--- config.mk ---
export PLATFORM = sky130hd
export DESIGN_NAME = fir_coef_ctrl
export DESIGN_NICKNAME = d
export VERILOG_FILES = /design/src/rtl/fir_pkg.sv /design/src/rtl/fir_coef_bank.sv /design/src/rtl/fir_coef_ctrl.sv
export SDC_FILE = /design/constraint.sdc
export NUM_CORES = 1
export LEC_CHECK = 0
export CAP_MARGIN = 20
export CORE_ASPECT_RATIO = 1.1
export CORE_MARGIN = 1
export CORE_UTILIZATION = 32
export DETAILED_ROUTE_END_ITERATION = 8
export PLACE_DENSITY_LB_ADDON = 0.12
export SYNTH_ARGS = -nofsm -noshare
export SYNTH_HDL_FRONTEND = slang
export SYNTH_SLANG_ARGS = --single-unit
--- constraint.sdc ---
create_clock -name clk -period 1.7 [get_ports clk]
set_input_delay 0.51 -clock clk [delete_from_list [all_inputs] [get_ports clk]]
set_output_delay 0.51 -clock clk [all_outputs]
set_load 0.02 [all_outputs]
--- src/rtl/fir_pkg.sv ---
// Shared constants and types for the 13-tap transposed-form FIR and its
// run-time coefficient controller.
package fir_pkg;

  localparam int unsigned NTAPS  = 13;
  localparam int unsigned CW     = 8;
  localparam int unsigned AW     = 4;
  localparam int unsigned CENTRE = (NTAPS - 1) / 2;

  typedef enum logic [1:0] {
    IDLE,
    PEND,
    SETTLE
  } state_e;

  // Identity filter: centre tap = 1, all others 0.
  localparam logic [NTAPS*CW-1:0] COEF_IDENT = (NTAPS*CW)'(1) << (CW * CENTRE);

endpackage

--- src/rtl/fir_coef_bank.sv ---
// Shadow/active coefficient register banks with atomic shadow-to-active swap.
// Optional registered readback of the active bank under FIR_COEF_READBACK_EN.
module fir_coef_bank #(
  parameter int unsigned NTAPS = fir_pkg::NTAPS,
  parameter int unsigned CW    = fir_pkg::CW,
  parameter int unsigned AW    = fir_pkg::AW
) (
  input  logic                 clk,
  input  logic                 reset,
  input  logic                 wr_en,
  input  logic [AW-1:0]        wr_addr,
  input  logic signed [CW-1:0] wr_data,
  input  logic                 swap,
  output logic [NTAPS*CW-1:0]  coef_flat
`ifdef FIR_COEF_READBACK_EN
  ,
  input  logic [AW-1:0]        rd_addr,
  output logic [CW-1:0]        rd_data
`endif
);

  localparam int unsigned CENTRE = (NTAPS - 1) / 2;

  logic signed [CW-1:0] shadow_q [NTAPS];
  logic signed [CW-1:0] active_q [NTAPS];
  logic                 wr_ok;

  assign wr_ok = 32'(wr_addr) < NTAPS;

  // Out-of-range writes are silently dropped; the swap copies every tap at once.
  always_ff @(posedge clk or negedge reset) begin
    if (!reset) begin
      for (int unsigned k = 0; k < NTAPS; k++) begin
        shadow_q[k] <= (k == CENTRE) ? CW'(1) : '0;
        active_q[k] <= (k == CENTRE) ? CW'(1) : '0;
      end
    end else begin
      if (wr_en && wr_ok) begin
        shadow_q[wr_addr] <= wr_data;
      end
      if (swap) begin
        active_q <= shadow_q;
      end
    end
  end

  for (genvar k = 0; k < NTAPS; k++) begin : g_flat
    assign coef_flat[CW*k +: CW] = active_q[k];
  end

`ifdef FIR_COEF_READBACK_EN
  logic rd_ok;

  assign rd_ok = 32'(rd_addr) < NTAPS;

  always_ff @(posedge clk or negedge reset) begin
    if (!reset) begin
      rd_data <= '0;
    end else begin
      rd_data <= rd_ok ? active_q[rd_addr] : '0;
    end
  end
`endif

endmodule

--- src/rtl/fir_coef_ctrl.sv ---
// Run-time coefficient controller: shadow writes, strobe-aligned atomic commit,
// then a settle window of NTAPS strobes. Optional readback: FIR_COEF_READBACK_EN.
module fir_coef_ctrl #(
  parameter int unsigned NTAPS = fir_pkg::NTAPS,
  parameter int unsigned CW    = fir_pkg::CW,
  parameter int unsigned AW    = fir_pkg::AW
) (
  input  logic                 clk,
  input  logic                 reset,
  input  logic                 cfg_valid,
  output logic                 cfg_ready,
  input  logic [AW-1:0]        cfg_addr,
  input  logic signed [CW-1:0] cfg_data,
  input  logic                 cfg_last,
  input  logic                 sample_strobe,
  output logic [NTAPS*CW-1:0]  coef_flat,
  output logic                 swap_done,
  output logic                 settled,
  output logic                 addr_err
`ifdef FIR_COEF_READBACK_EN
  ,
  input  logic [AW-1:0]        rd_addr,
  output logic [CW-1:0]        rd_data
`endif
);

  import fir_pkg::*;

  localparam int unsigned CNT_W = $clog2(NTAPS);

  state_e           state_q, state_d;
  logic [CNT_W-1:0] cnt_q, cnt_d;
  logic             swap_d;
  logic             wr_fire;
  logic             addr_bad;

  assign wr_fire  = cfg_valid && cfg_ready;
  assign addr_bad = 32'(cfg_addr) >= NTAPS;

  // Next-state: commit request, strobe-aligned swap, NTAPS-strobe settle window.
  always_comb begin
    state_d = state_q;
    cnt_d   = cnt_q;
    swap_d  = 1'b0;
    case (state_q)
      IDLE: begin
        if (wr_fire && cfg_last) begin
          state_d = PEND;
        end
      end
      PEND: begin
        if (sample_strobe) begin
          swap_d  = 1'b1;
          cnt_d   = '0;
          state_d = SETTLE;
        end
      end
      SETTLE: begin
        if (sample_strobe) begin
          if (cnt_q == CNT_W'(NTAPS - 1)) begin
            cnt_d   = '0;
            state_d = IDLE;
          end else begin
            cnt_d = cnt_q + CNT_W'(1);
          end
        end
      end
      default: begin
        state_d = IDLE;
        cnt_d   = '0;
      end
    endcase
  end

  always_ff @(posedge clk or negedge reset) begin
    if (!reset) begin
      state_q   <= IDLE;
      cnt_q     <= '0;
      cfg_ready <= 1'b1;
      settled   <= 1'b1;
      swap_done <= 1'b0;
      addr_err  <= 1'b0;
    end else begin
      state_q   <= state_d;
      cnt_q     <= cnt_d;
      cfg_ready <= (state_d == IDLE);
      settled   <= (state_d == IDLE);
      swap_done <= swap_d;
      addr_err  <= wr_fire && addr_bad;
    end
  end

  fir_coef_bank #(
    .NTAPS (NTAPS),
    .CW    (CW),
    .AW    (AW)
  ) u_bank (
    .clk       (clk),
    .reset     (reset),
    .wr_en     (wr_fire),
    .wr_addr   (cfg_addr),
    .wr_data   (cfg_data),
    .swap      (swap_d),
    .coef_flat (coef_flat)
`ifdef FIR_COEF_READBACK_EN
    ,
    .rd_addr   (rd_addr),
    .rd_data   (rd_data)
`endif
  );

endmodule

; After elaboration in Yosys (flattened, before gate mapping)
; Cells that the tools add are included.
[totals]
ff_bits = 217
in_bits = 17
output_inout_bits = 108
[op_classes]
n_eq_ne = 5
n_reduce_logical = 8
n_lt_le_gt_ge = 4
mux = 14
bitwise = 2
n_addsub = 1
[op_table]
columns = cell, count
row1 = bitwise mux 104 bit, 1
row2 = demux 8 bit (select 4 bit), 1
row3 = 2-to-1 mux 4 bit, 3
row4 = case mux 4 bit (3 select lines), 1
row5 = 2-to-1 mux 2 bit, 4
row6 = 2-to-1 mux 8 bit, 1
row7 = case mux 2 bit (3 select lines), 1
row8 = greater-or-equal comparator 5 bit (second input constant), 1
row9 = logical AND 1 bit, 5
row10 = < comparator 5 x 1 -> 1 bit (second input constant), 1
row11 = inverter 4 -> 5 bit, 1
row12 = adder 4 x 1 -> 4 bit (second input constant), 1
row13 = equality test 4 bit (second input constant), 1
row14 = greater-or-equal comparator 4 bit (second input constant), 1
row15 = logical NOT 2 bit, 2
row16 = < comparator 4 bit (second input constant), 1
row17 = != test 2 bit (second input constant), 2
row18 = AND reduction 3 bit, 1
row19 = equality test 2 x 1 -> 1 bit (second input constant), 1
row20 = equality test 2 bit (second input constant), 1
row21 = 2-to-1 mux 1 bit, 2
row22 = inverter 1 bit, 1

; Longest topological paths before layout
; Gate-level depths: netlist of run 1.
[depth]
depth_word = 6
depth_mapped = 6

; Hierarchy
; Synthesis of run 1 repeated with hierarchy kept, for this count alone.
[unflattened]
hier_cells = 511
hier_area_um2 = 8279.2
[modules_own_cells]
columns = mod, area_per_inst_um2, seq_area_each_um2, cells_each, instances
row1 = fir_coef_bank, 7787.5, 5207.5, 461, 1
row2 = fir_coef_ctrl, 491.7, 226.5, 50, 1

; Least setup slack after synthesis of run 1
; OpenSTA, ideal clock, no wires.
[synth_timing]
kind = register to register
startpoint = reg, netlist name settled
endpoint = reg u_bank.shadow_q[72] in the netlist's numbering
setup_time_ps = 125
arrival_time_ps = 1543
synth_period_minus_slack_ps = 1668
slack_ps = 32
path_stages_with_launch = 4
path_cell_list = dfstp_2 nand4_1 nor3_4 mux2_2
[synth_lines]
columns = element, line
row1 = "to (signal, indexed assignment)", fir_coef_bank.sv:34  ; shadow_q[k] <= (k == CENTRE) ? CW'(1) : '0;
row2 = "to (signal, indexed assignment)", fir_coef_bank.sv:39  ; shadow_q[wr_addr] <= wr_data;
row3 = to (decl), fir_coef_bank.sv:24  ; logic signed [CW-1:0] shadow_q [NTAPS];

; Worst setup path after layout of run 1
[layout_timing]
startpoint = reg settled
endpoint = out settled
[layout_lines]
columns = element, line
row1 = from (decl), fir_coef_ctrl.sv:18  ; output logic settled,
row2 = from (signal assigned), fir_coef_ctrl.sv:87  ; settled <= (state_d == IDLE);
; No word-level cell between the ends.

==> results of run 1 <==
## sequential cells by signal, indices dropped and copies added, names as in the netlist
signal / flops
addr_err: 1
swap_done: 1
settled: 1
u_bank.coef_flat: 104
u_bank.shadow_q: 104
cnt_q: 4
state_q: 2
## what timing repair did
item | in CTS | in global routing
buffers inserted | 1 | 0
hold endpoints to repair | 32 | 0
resized for setup | 344 | 100
setup endpoints to repair | 116 | 142
pin swaps | 2 | 4
hold buffers | 1 | 0
## synth_stat cells (4+ instances only)
master / instances / area (µm²)
sky130_fd_sc_hd__dfrtp_1: 214 / 5355
sky130_fd_sc_hd__mux2_2: 206 / 2320
sky130_fd_sc_hd__buf_6: 12 / 135.1
sky130_fd_sc_hd__clkbuf_1: 6 / 22.52
sky130_fd_sc_hd__nand2b_1: 6 / 37.54
sky130_fd_sc_hd__nor2_2: 6 / 37.54
sky130_fd_sc_hd__nand2_1: 5 / 18.77
sky130_fd_sc_hd__nand3_1: 4 / 20.02
sky130_fd_sc_hd__nor2_1: 4 / 15.01
## path summary, 6_finish.rpt
kind | slack, ps | end
max | -90 | settled
min | 490 | u_bank.shadow_q[97]
max reg2reg | -50 | u_bank.shadow_q[5]
min reg2reg | 490 | u_bank.shadow_q[38]
max in group asynchronous | 620 | settled
min in group clk | 490 | u_bank.shadow_q[38]
## kinds of logic (layout without fill, tap and decap cells)
logic type / count (synthesis) / after routing / synth area share (%)
simple gates: 39 / 39 / 3.062
compound gates: 6 / 6 / 0.4504
xor+xnor: 1 / 1 / 0.1051
mux: 209 / 209 / 28.23
buf+inv: 29 / 214 / 2.551
flops: 217 / 217 / 65.18
fa+ha+maj: 3 / 3 / 0.4202
## metal layers
layer	wire, µm	vias to the layer above	share of wire (%)
met3	862	23	4.3
met5	0	-	0
met1	9333	2499	47
li1	-	2121	-
met4	258	0	1.3
met2	9573	122	48
## where the power goes
part | switching [mW] | internal, mW
Clock | 1.99 | 3.12
Combinational | 3.28 | 3.69
Sequential | 1.41 | 7.55
Total | 6.67 | 14.4
## metrics by stage
step	hold WS [ps]	instance area (µm²)	cells	worst slack, ps
3_5_place_dp	430.6	10460	994	-571.9
2_1_floorplan	214.4	8337	504	32.49
4_1_cts	488.1	11300	1037	-92.52
5_1_grt	510.8	11280	1035	-119.6
6_report	488.3	11280	1035	-86.17
3_3_place_gp	422.1	10460	994	-575.7
## area by class of cell
type	instances	area, µm²	share of cell area [%]
inverters	4	17.52	0.1553
well taps	346	432.9	3.838
multi-input cells	258	2962	26.25
flip-flops and latches	217	5434	48.17
clock buffers	35	693.2	6.145
clock inverters	6	83.83	0.7431
repair buffers	169	1658	14.70
==> run_summary.xml, run 1 <==
<?xml version="1.0" encoding="UTF-8"?>
<metrics>
  <group name="timing">
    <metric name="finalSetupTns" unit="ps">-1064</metric>
    <metric name="rsz0062_at_grt" unit="">yes</metric>
    <metric name="min_period" unit="ps">1786</metric>
    <metric name="finalClockSkew" unit="ps">8.710</metric>
    <metric name="finalHoldViolCount" unit="">0</metric>
    <metric name="fin_crit_sh" unit="%">105.1</metric>
    <metric name="max-slew-margin-rel" unit="%">76.62</metric>
    <metric name="max_clock_freq" unit="MHz">559.9</metric>
    <metric name="finalWorstSetupSlack" unit="ps">-86.17</metric>
    <metric name="tightest_slew" unit="ps">350.7</metric>
    <metric name="final_report_max_slew_violation_count" unit="">0</metric>
    <metric name="setup-violations-final" unit="">39</metric>
  </group>
  <group name="layout">
    <metric name="most-common-layout-cells" unit="">sky130_fd_sc_hd__dfrtp_1, sky130_fd_sc_hd__mux2_2, sky130_fd_sc_hd__mux2_4</metric>
    <metric name="final_core_utilization" unit="%">44.39</metric>
    <metric name="fillers" unit="">2279</metric>
    <metric name="antenna-diode-count" unit="">0</metric>
    <metric name="syn_to_final_growth" unit="%">35.31</metric>
    <metric name="drive_gt1_share" unit="%">59.65</metric>
    <metric name="layout_commonest_cell" unit="">sky130_fd_sc_hd__dfrtp_1</metric>
    <metric name="fin_nets" unit="">694</metric>
  </group>
  <group name="setup_path">
    <metric name="cp_cell_sequence" unit="">buf_6 -&gt; buf_6</metric>
    <metric name="worst_path_arrival" unit="ps">1280</metric>
    <metric name="cpLargestDelayFamily" unit="">flip-flops</metric>
    <metric name="critical_path_buf_inv_count" unit="">2</metric>
    <metric name="critical_path_peak_fanout" unit="">6</metric>
    <metric name="critical_path.endpoint_type" unit="">output pin</metric>
    <metric name="cp_slowest_stage_delay" unit="ps">540</metric>
    <metric name="slowest_stage_cell_cp" unit="">sky130_fd_sc_hd__dfstp_2</metric>
    <metric name="path_depth" unit="">2</metric>
    <metric name="critPathMostFrequentCell" unit="">sky130_fd_sc_hd__buf_6</metric>
    <metric name="reg2reg_from" unit="">settled</metric>
    <metric name="cp.required" unit="ps">1190</metric>
    <metric name="critical_path_class" unit="">register to output pin</metric>
    <metric name="critical_path.startpoint_type" unit="">register</metric>
    <metric name="rr_worst_depth" unit="">4</metric>
    <metric name="critical_path.startpoint" unit="">settled</metric>
  </group>
  <group name="yosys">
    <metric name="synth_seq_area_share" unit="%">65.18</metric>
    <metric name="ys_warn_count" unit="">0</metric>
    <metric name="syn-num-nets" unit="">523</metric>
    <metric name="syn-mean-instance-area" unit="µm²">16.54</metric>
    <metric name="synth.cell_area" unit="µm²">8337</metric>
    <metric name="synth_enable_flop_cells" unit="">0</metric>
    <metric name="post_synth_inst_count" unit="">504</metric>
    <metric name="postSynthRegisterBits" unit="">217</metric>
    <metric name="synth_cell_type_count" unit="">34</metric>
    <metric name="asyncSetResetFlopFracSynth" unit="%">100.0</metric>
    <metric name="post_synth_top_flop" unit="">sky130_fd_sc_hd__dfrtp_1</metric>
  </group>
  <group name="global_route">
    <metric name="met1_usage_grt" unit="%">21.22</metric>
    <metric name="grt.met3_usage" unit="%">2.746</metric>
    <metric name="met2_usage" unit="%">25.39</metric>
    <metric name="top_usage_layer" unit="">met2</metric>
    <metric name="wire_length_of_the_first_global_routing_pass" unit="mm">31.19</metric>
    <metric name="antenna_found_initial" unit="">0</metric>
    <metric name="grt_max_degree" unit="">48</metric>
    <metric name="globalRoute.totalOverflow" unit="">0</metric>
    <metric name="groute.usage.overall" unit="%">15.43</metric>
    <metric name="grt_pass1_vias" unit="">5303</metric>
  </group>
  <group name="route">
    <metric name="first_iter_violations" unit="">150</metric>
    <metric name="drc_errors" unit="">0</metric>
    <metric name="postRouteAntennaNets" unit="">0</metric>
    <metric name="routed-via-count" unit="">4765</metric>
    <metric name="vias_per_cell" unit="">4.604</metric>
    <metric name="detailedRoute.firstPassIterationCount" unit="">5</metric>
    <metric name="avgRoutedWirePerCell" unit="µm">19.35</metric>
    <metric name="routed_wirelength" unit="mm">20.03</metric>
  </group>
  <group name="floorplanning">
    <metric name="boundaryPins" unit="">125</metric>
    <metric name="core_area" unit="µm²">25420</metric>
    <metric name="initial_utilization" unit="%">32.80</metric>
    <metric name="fp.dieArea" unit="µm²">26700</metric>
    <metric name="fp-row-count" unit="">61</metric>
    <metric name="die_height" unit="µm">171.3</metric>
    <metric name="floorplan_die_width" unit="µm">155.9</metric>
  </group>
  <group name="place">
    <metric name="global_placer_s_final_weighted_congestion" unit="">0.7038</metric>
    <metric name="place_hpwl" unit="mm">12.91</metric>
    <metric name="port_buffers" unit="">124</metric>
  </group>
  <group name="power_and_ir_drop">
    <metric name="leakage" unit="nW">5.323</metric>
    <metric name="power.total" unit="mW">21.03</metric>
    <metric name="maximum_resistive_drop_on_vdd" unit="mV">1.031</metric>
    <metric name="power-per-cell-area" unit="nW/µm²">1865</metric>
  </group>
  <group name="worst_hold_path">
    <metric name="worst_hold_path_type" unit="">primary input to async pin</metric>
  </group>
  <group name="status">
    <metric name="status" unit="">complete, but fails checks</metric>
    <metric name="failed_checks" unit="">negative setup slack</metric>
  </group>
  <group name="run">
    <metric name="cap_viol_max_count" unit="">0</metric>
  </group>
  <group name="clock_network">
    <metric name="clkSlewWorstSetupHoldPaths" unit="ps">60</metric>
    <metric name="clock_tree.root_cell" unit="">sky130_fd_sc_hd__clkbuf_16</metric>
    <metric name="ctsHtreeMaxLevel" unit="">1</metric>
    <metric name="clock_tree_from_tritoncts" unit="">built</metric>
    <metric name="clk_path_buf_depth" unit="">3</metric>
    <metric name="clock_insertion_delay_worst_skew" unit="ps">510</metric>
    <metric name="clock_sink_count" unit="">217</metric>
    <metric name="cts_made_buffers" unit="">25</metric>
  </group>
</metrics>
No activity file was read; power rests on OpenSTA's default activity.
==> run 2: changes to the inputs <==
--- a/config.mk
+++ b/config.mk
@@ -11,5 +11,6 @@
 export CORE_UTILIZATION = 32
 export DETAILED_ROUTE_END_ITERATION = 8
-export PLACE_DENSITY_LB_ADDON = 0.12
+export PLACE_DENSITY = 0.58
+export SETUP_SLACK_MARGIN = 0.2
 export SYNTH_ARGS = -nofsm -noshare
 export SYNTH_HDL_FRONTEND = slang
==> constraint.sdc (replaced) <==
create_clock -name clk -period 1.7 [get_ports clk]
set_input_delay 0.51 -clock clk [delete_from_list [all_inputs] [get_ports clk]]
set_output_delay 0.51 -clock clk [all_outputs]
set_load 0.05 [all_outputs]
==> run 2 against run 1 <==
The flow still finishes with violations (negative setup slack). Setup slack worse by 96 ps. Sequential cell count unchanged. First-iteration DRC count down 31%. Sequential power up 7.6%. Non-clock buffer count up 50. Critical path type unchanged.
==> run_summary.xml, run 2 (synthesis results as in run 1) <==
<?xml version="1.0" encoding="UTF-8"?>
<metrics>
  <group name="timing">
    <metric name="setup-violations-final" unit="">98</metric>
    <metric name="max-slew-margin-rel" unit="%">75.18</metric>
    <metric name="final_report_max_slew_violation_count" unit="">0</metric>
    <metric name="min_period" unit="ps">1882</metric>
    <metric name="rsz0062_at_grt" unit="">yes</metric>
    <metric name="fin_crit_sh" unit="%">110.7</metric>
    <metric name="tightest_slew" unit="ps">372.3</metric>
    <metric name="finalWorstSetupSlack" unit="ps">-181.9</metric>
    <metric name="finalHoldViolCount" unit="">0</metric>
    <metric name="max_clock_freq" unit="MHz">531.4</metric>
    <metric name="hold_ws" unit="ps">502.8</metric>
    <metric name="finalClockSkew" unit="ps">5.609</metric>
    <metric name="finalSetupTns" unit="ps">-6457</metric>
  </group>
  <group name="global_route">
    <metric name="grt_pass1_vias" unit="">5377</metric>
    <metric name="globalRoute.totalOverflow" unit="">0</metric>
    <metric name="grt_max_degree" unit="">46</metric>
    <metric name="antenna_found_initial" unit="">5</metric>
    <metric name="groute.usage.overall" unit="%">15.68</metric>
    <metric name="wire_length_of_the_first_global_routing_pass" unit="mm">31.56</metric>
  </group>
  <group name="status">
    <metric name="failed_checks" unit="">negative setup slack</metric>
    <metric name="status" unit="">complete, but fails checks</metric>
  </group>
  <group name="floorplanning">
    <metric name="boundaryPins" unit="">125</metric>
    <metric name="fp.dieArea" unit="µm²">26700</metric>
    <metric name="floorplan_die_width" unit="µm">155.9</metric>
    <metric name="die_height" unit="µm">171.3</metric>
    <metric name="fp-row-count" unit="">61</metric>
    <metric name="initial_utilization" unit="%">32.80</metric>
    <metric name="core_area" unit="µm²">25420</metric>
  </group>
  <group name="place">
    <metric name="place_hpwl" unit="mm">13.30</metric>
    <metric name="port_buffers" unit="">124</metric>
    <metric name="preCtsSetupSlack" unit="ps">-474.6</metric>
    <metric name="global_placer_s_final_weighted_congestion" unit="">0.7508</metric>
    <metric name="placed_cells_incl_taps" unit="">998</metric>
  </group>
  <group name="setup_path">
    <metric name="critical_path.endpoint_type" unit="">output pin</metric>
    <metric name="reg2reg_from" unit="">settled</metric>
    <metric name="critical_path_class" unit="">register to output pin</metric>
    <metric name="critical_path.startpoint" unit="">settled</metric>
    <metric name="critical_path.startpoint_type" unit="">register</metric>
    <metric name="worst_path_arrival" unit="ps">1370</metric>
    <metric name="critical_path_peak_fanout" unit="">3</metric>
    <metric name="cp.required" unit="ps">1190</metric>
  </group>
  <group name="layout">
    <metric name="drive_gt1_share" unit="%">63.50</metric>
    <metric name="final_cell_count_no_fill" unit="">1085</metric>
    <metric name="syn_to_final_growth" unit="%">56.81</metric>
    <metric name="most-common-layout-cells" unit="">sky130_fd_sc_hd__dfrtp_1, sky130_fd_sc_hd__mux2_2, sky130_fd_sc_hd__buf_12</metric>
    <metric name="fin_nets" unit="">742</metric>
    <metric name="layout_commonest_cell" unit="">sky130_fd_sc_hd__dfrtp_1</metric>
  </group>
  <group name="power_and_ir_drop">
    <metric name="power.total" unit="mW">29.07</metric>
    <metric name="power_frac_seq" unit="%">33.2</metric>
    <metric name="p_switching" unit="mW">10.51</metric>
    <metric name="cellInternalPower" unit="mW">18.56</metric>
    <metric name="leakage" unit="nW">6.070</metric>
    <metric name="share_comb_of_total_power" unit="%">49.7</metric>
    <metric name="power_switching_share" unit="%">36.17</metric>
    <metric name="power-per-cell-area" unit="nW/µm²">2224</metric>
    <metric name="maximum_resistive_drop_on_vdd" unit="mV">1.367</metric>
    <metric name="pwr-share-clk" unit="%">17.1</metric>
  </group>
  <group name="route">
    <metric name="postRouteAntennaNets" unit="">0</metric>
    <metric name="routed_wirelength" unit="mm">20.40</metric>
    <metric name="avgRoutedWirePerCell" unit="µm">18.80</metric>
    <metric name="drc_errors" unit="">0</metric>
    <metric name="detailedRoute.firstPassIterationCount" unit="">4</metric>
    <metric name="routed-via-count" unit="">4947</metric>
    <metric name="vias_per_cell" unit="">4.559</metric>
    <metric name="first_iter_violations" unit="">104</metric>
  </group>
  <group name="clock_network">
    <metric name="cts_made_buffers" unit="">23</metric>
    <metric name="clock_sink_count" unit="">217</metric>
    <metric name="clock_insertion_delay_worst_skew" unit="ps">490</metric>
    <metric name="clock_tree_from_tritoncts" unit="">built</metric>
    <metric name="clock_tree.root_cell" unit="">sky130_fd_sc_hd__clkbuf_16</metric>
    <metric name="clk_path_buf_depth" unit="">3</metric>
    <metric name="ctsHtreeMaxLevel" unit="">1</metric>
    <metric name="clkSlewWorstSetupHoldPaths" unit="ps">60</metric>
  </group>
  <group name="run">
    <metric name="cap_viol_max_count" unit="">0</metric>
  </group>
  <group name="worst_hold_path">
    <metric name="worst_hold_path_type" unit="">register to register</metric>
    <metric name="min-delay-start" unit="">u_bank.shadow_q[103]</metric>
  </group>
</metrics>
[run 2: cell count changes in the layout (fill, tap and decap cells not counted), moves of 6 or more]
cell / previous run / this run
sky130_fd_sc_hd__buf_12: 23 / 129
sky130_fd_sc_hd__clkdlybuf4s15_2: 44 / 0
sky130_fd_sc_hd__buf_4: 16 / 59
sky130_fd_sc_hd__buf_2: 41 / 0
sky130_fd_sc_hd__clkbuf_2: 19 / 0
sky130_fd_sc_hd__mux2_4: 56 / 67
sky130_fd_sc_hd__mux2_2: 150 / 142
sky130_fd_sc_hd__buf_6: 5 / 11
[run 2: path summary, 6_finish.rpt]
kind                                              to  slack [ps]  cells past startpoint
worst max-delay path                       cfg_ready        -180                      2
worst min-delay path            u_bank.shadow_q[103]         500                      1
worst max register to register   u_bank.shadow_q[56]        -120                      6
worst min register to register  u_bank.shadow_q[103]         500                      1
max in group asynchronous        u_bank.shadow_q[48]         600                      3
min in group asynchronous       u_bank.coef_flat[41]         510                      2
[run 2: metal layers]
metal / global-route usage, % / share of wire (%)
met1: 20.64 / 43
met4: 3.623 / 1.3
met2: 26.09 / 49
met5: 0 / 0.059
met3: 3.754 / 5.7
[run 2: timing repair]
action,in CTS,in global routing
setup endpoints to repair,316,242
buffers inserted,34,9
resized for setup,30,7
pin swaps,2,2
hold endpoints to repair,35,0
gates cloned,1,1
hold buffers,1,0
[run 2: power groups by stage]
| stage | Combinational [mW] | Clock (mW) | Sequential (mW) |
|---|---|---|---|
| finish | 14.4 | 4.98 | 9.64 |
| global route | 15.0 | 5.37 | 9.94 |
| CTS | 14.4 | 5.12 | 9.68 |
| detailed placement | 13.7 | 0 | 9.79 |
| global placement | 13.5 | 0 | 9.71 |
| floorplan | 3.05 | 0 | 13.1 |
[run 2: cell type report]
type / count / area [µm²]
antenna: 2 / 5.005
tap: 346 / 432.9
clock inverter: 4 / 70.07
clock buffer: 35 / 690.7
timing repair buffer: 219 / 3391
sequential: 217 / 5438
inverter: 4 / 27.53
fill: 2065 / 12340
multi-input combinational: 258 / 3018
[run 2: worst max-delay path: stages, from the launching register on]
cell	delay (ps)
sky130_fd_sc_hd__dfstp_4	630
sky130_fd_sc_hd__buf_8	120
sky130_fd_sc_hd__buf_12	130
[run 2: stage by stage]
stage               utilization (%)  instance area (µm²)
global placement              46.33                11780
global route                  51.42                13070
detailed placement            46.33                11780
finish                        51.43                13070
floorplan                         -                 8621
CTS                           50.98                12960
==> variant: new RTL, settings of run 2 <==
Change the package constant `CW` from 8 to 9.
--- a/src/rtl/fir_pkg.sv
+++ b/src/rtl/fir_pkg.sv
@@ -5,3 +5,3 @@
   localparam int unsigned NTAPS  = 13;
-  localparam int unsigned CW     = 8;
+  localparam int unsigned CW     = 9;
   localparam int unsigned AW     = 4;
Ports: changed (resized cfg_data and coef_flat); port bits go from 125 to 139. No check against the original RTL was run, so the function may have changed too.
==> variant against run 2 <==
- fmax decreased by 1.5%
- routed wire length up 25%
- synthesized area rose by 14%
- largest power group unchanged
- power rose by 20%
- the flow finishes with violations (DRC, setup timing)
- count of clock-buffer cells in the layout increased by 4
- worst setup slack lost 0.029 ns
- synthesized cell count up 13%
- sequential cell count increased by 26
- design area grew 20%
==> variant: results (changes against run 2) <==
Global route:
- The initial antenna violation count is 0 (was 5).
- The global routing usage on met2 is 0.315 (was 0.261).
- The overall fraction of global-route tracks in use was 0.168 (was 0.157).
- The met1 capacity usage during global routing is 0.204 (was 0.206).
- The wire length of the first global-routing pass is 39,300 um (was 31,600 um).
- The via count of the first global-routing pass is 6,571 (was 5,377).
- The met3 track demand over resource is 0.0173 (was 0.0375).

Hold path:
- The end point of the most critical hold path is u_bank.coef_flat[3] (was u_bank.shadow_q[103]).
- The number of stages on the worst hold path is 1 (unchanged).
- The startpoint of the worst hold path was u_bank.shadow_q[111] (was u_bank.shadow_q[103]).

Critical path:
- The endpoint of the most critical setup path is settled (was cfg_ready).
- The endpoint of the most critical register-to-register path was u_bank.shadow_q[6] (was u_bank.shadow_q[56]).
- The flop-to-flop setup slack is -0.20 ns (was -0.12 ns).
- The worst endpoint data arrival time came to 1.40 ns (was 1.37 ns).

Route:
- The number of DRC markers after the initial detailed-route iteration came to 238 (was 104).
- The via density per instance is 4.60 (was 4.56).
- The amount of wire on met3 after detailed routing is 792 um (was 1170 um).
- The highest metal layer with signal wires was met4 (was met5).
- The number of design rule violations left after detail routing was 6 (was 0).
- The via total after detailed routing is 5,845 (was 4,947).
- The wire length on met1 is 10,300 um (was 8860 um).
- The number of optimization iterations in the first detailed-route pass is 6 (was 4).
- The aggregate routed wire length is 25,500 um (was 20,400 um).

Timing:
- The relative slew slack is 0.637 (was 0.752).
- The count of endpoints failing setup in the final report is 120 (was 98).
- The worst clock skew came to 0.00995 ns (was 0.00561 ns).
- The worst setup margin was -0.211 ns (was -0.182 ns).

Synth:
- The post-synthesis average cell area is 16.8 um^2 (was 16.5 um^2).
- Cell types occupying the most area after synthesis: sky130_fd_sc_hd__dfrtp_1, sky130_fd_sc_hd__mux2_2, sky130_fd_sc_hd__mux2_4 (was sky130_fd_sc_hd__dfrtp_1, sky130_fd_sc_hd__mux2_2, sky130_fd_sc_hd__buf_6).
- Top cells by instance count after synthesis: sky130_fd_sc_hd__dfrtp_1, sky130_fd_sc_hd__mux2_2, sky130_fd_sc_hd__mux2_4, sky130_fd_sc_hd__clkbuf_1, sky130_fd_sc_hd__nand2_1 (was sky130_fd_sc_hd__dfrtp_1, sky130_fd_sc_hd__mux2_2, sky130_fd_sc_hd__buf_6).
- The unique cell type count in the Yosys netlist is 36 (was 34).
- The fraction of the yosys area taken by sequential cells is 0.639 (was 0.652).
- The number of nets in the synthesized netlist is 588 (was 523).

Final layout:
- The diode insertion count for antenna repair is 0 (was 2).
- The number of nets in the final layout came to 905 (was 742).

Placed design:
- The count of buffers inserted at the top-level ports came to 138 (was 124).
- The total instance count after detailed placement is 1,101 (was 998).
- The global placement routability congestion is 0.766 (was 0.751).

Power and ir drop:
- The worst voltage drop across the vdd grid is 0.00109 V (was 0.00137 V).
- The leakage dissipation is 7.56 nW (was 6.07 nW).

Run status:
- Status: finished with violations (unchanged).
- Violated checks: DRC, setup timing (was setup timing).

CTS:
- The total clock buffers created by CTS is 26 (was 23).
- The insertion delay to the later sink of the worst-skew pair is 0.52 ns (was 0.49 ns).
[variant: cell count changes after synthesis, sizes merged, moves of 2 or more]
cell and delta:
a22oi +2, nand2b -2, o21ai +3, nand2 +4, mux2 +25, nand3 -2, dfrtp +26, and4b +2
a21oi +3, nor2b +2, buf +3
[variant: logic make-up after synthesis]
kind of cell | share of synthesized area
adders and majority gates | 0.00263
and+or+nand+nor | 0.0290
AOI/OAI and AO/OA | 0.00722
buffers and inverters | 0.0265
muxes | 0.296
DFF | 0.639
[variant: area by class of cell]
cell class                 instances  area (um^2)
clock inverter                     8         71.3
timing repair buffer             314         4460
tap                              368          460
sequential                       243         6090
inverter                           4         41.3
multi-input combinational        296         3750
fill                            2286        13300
clock buffer                      39          781
[variant: power by group]
| part | internal, mW | switching (mW) | leakage (nW) |
|---|---|---|---|
| combinational | 10.5 | 7.82 | 4.05 |
| clock | 3.31 | 2.21 | 0.421 |
| sequential | 8.48 | 2.52 | 3.09 |
| total | 22.3 | 12.5 | 7.56 |
[variant: metrics by stage]
step                hold WS [ns]  setup WS (ns)  area (um^2)  setup TNS (ns)  total power [mW]
floorplan                  0.214         -0.128         9960           -5.90              18.9
global placement           0.482         -0.483        13500          -95.57              26.8
detailed placement         0.492         -0.535        13500         -103.41              27.2
CTS                        0.503         -0.218        15200          -12.72              34.3
global route               0.517         -0.239        15700          -18.12              36.2
finish                     0.504         -0.211        15700          -14.38              34.8
[variant: timing repair]
action	in CTS	in global routing
pin swaps	2	1
cloned	7	2
setup buffers	73	41
hold buffers	1	0
gates resized for setup	48	20
endpoints found under the setup margin	349	311
hold endpoints to repair	42	0
[variant: critical path: stages (launching register included)]
cell                      delay [ns]
sky130_fd_sc_hd__dfstp_4        0.63
sky130_fd_sc_hd__buf_6          0.12
sky130_fd_sc_hd__buf_12         0.13
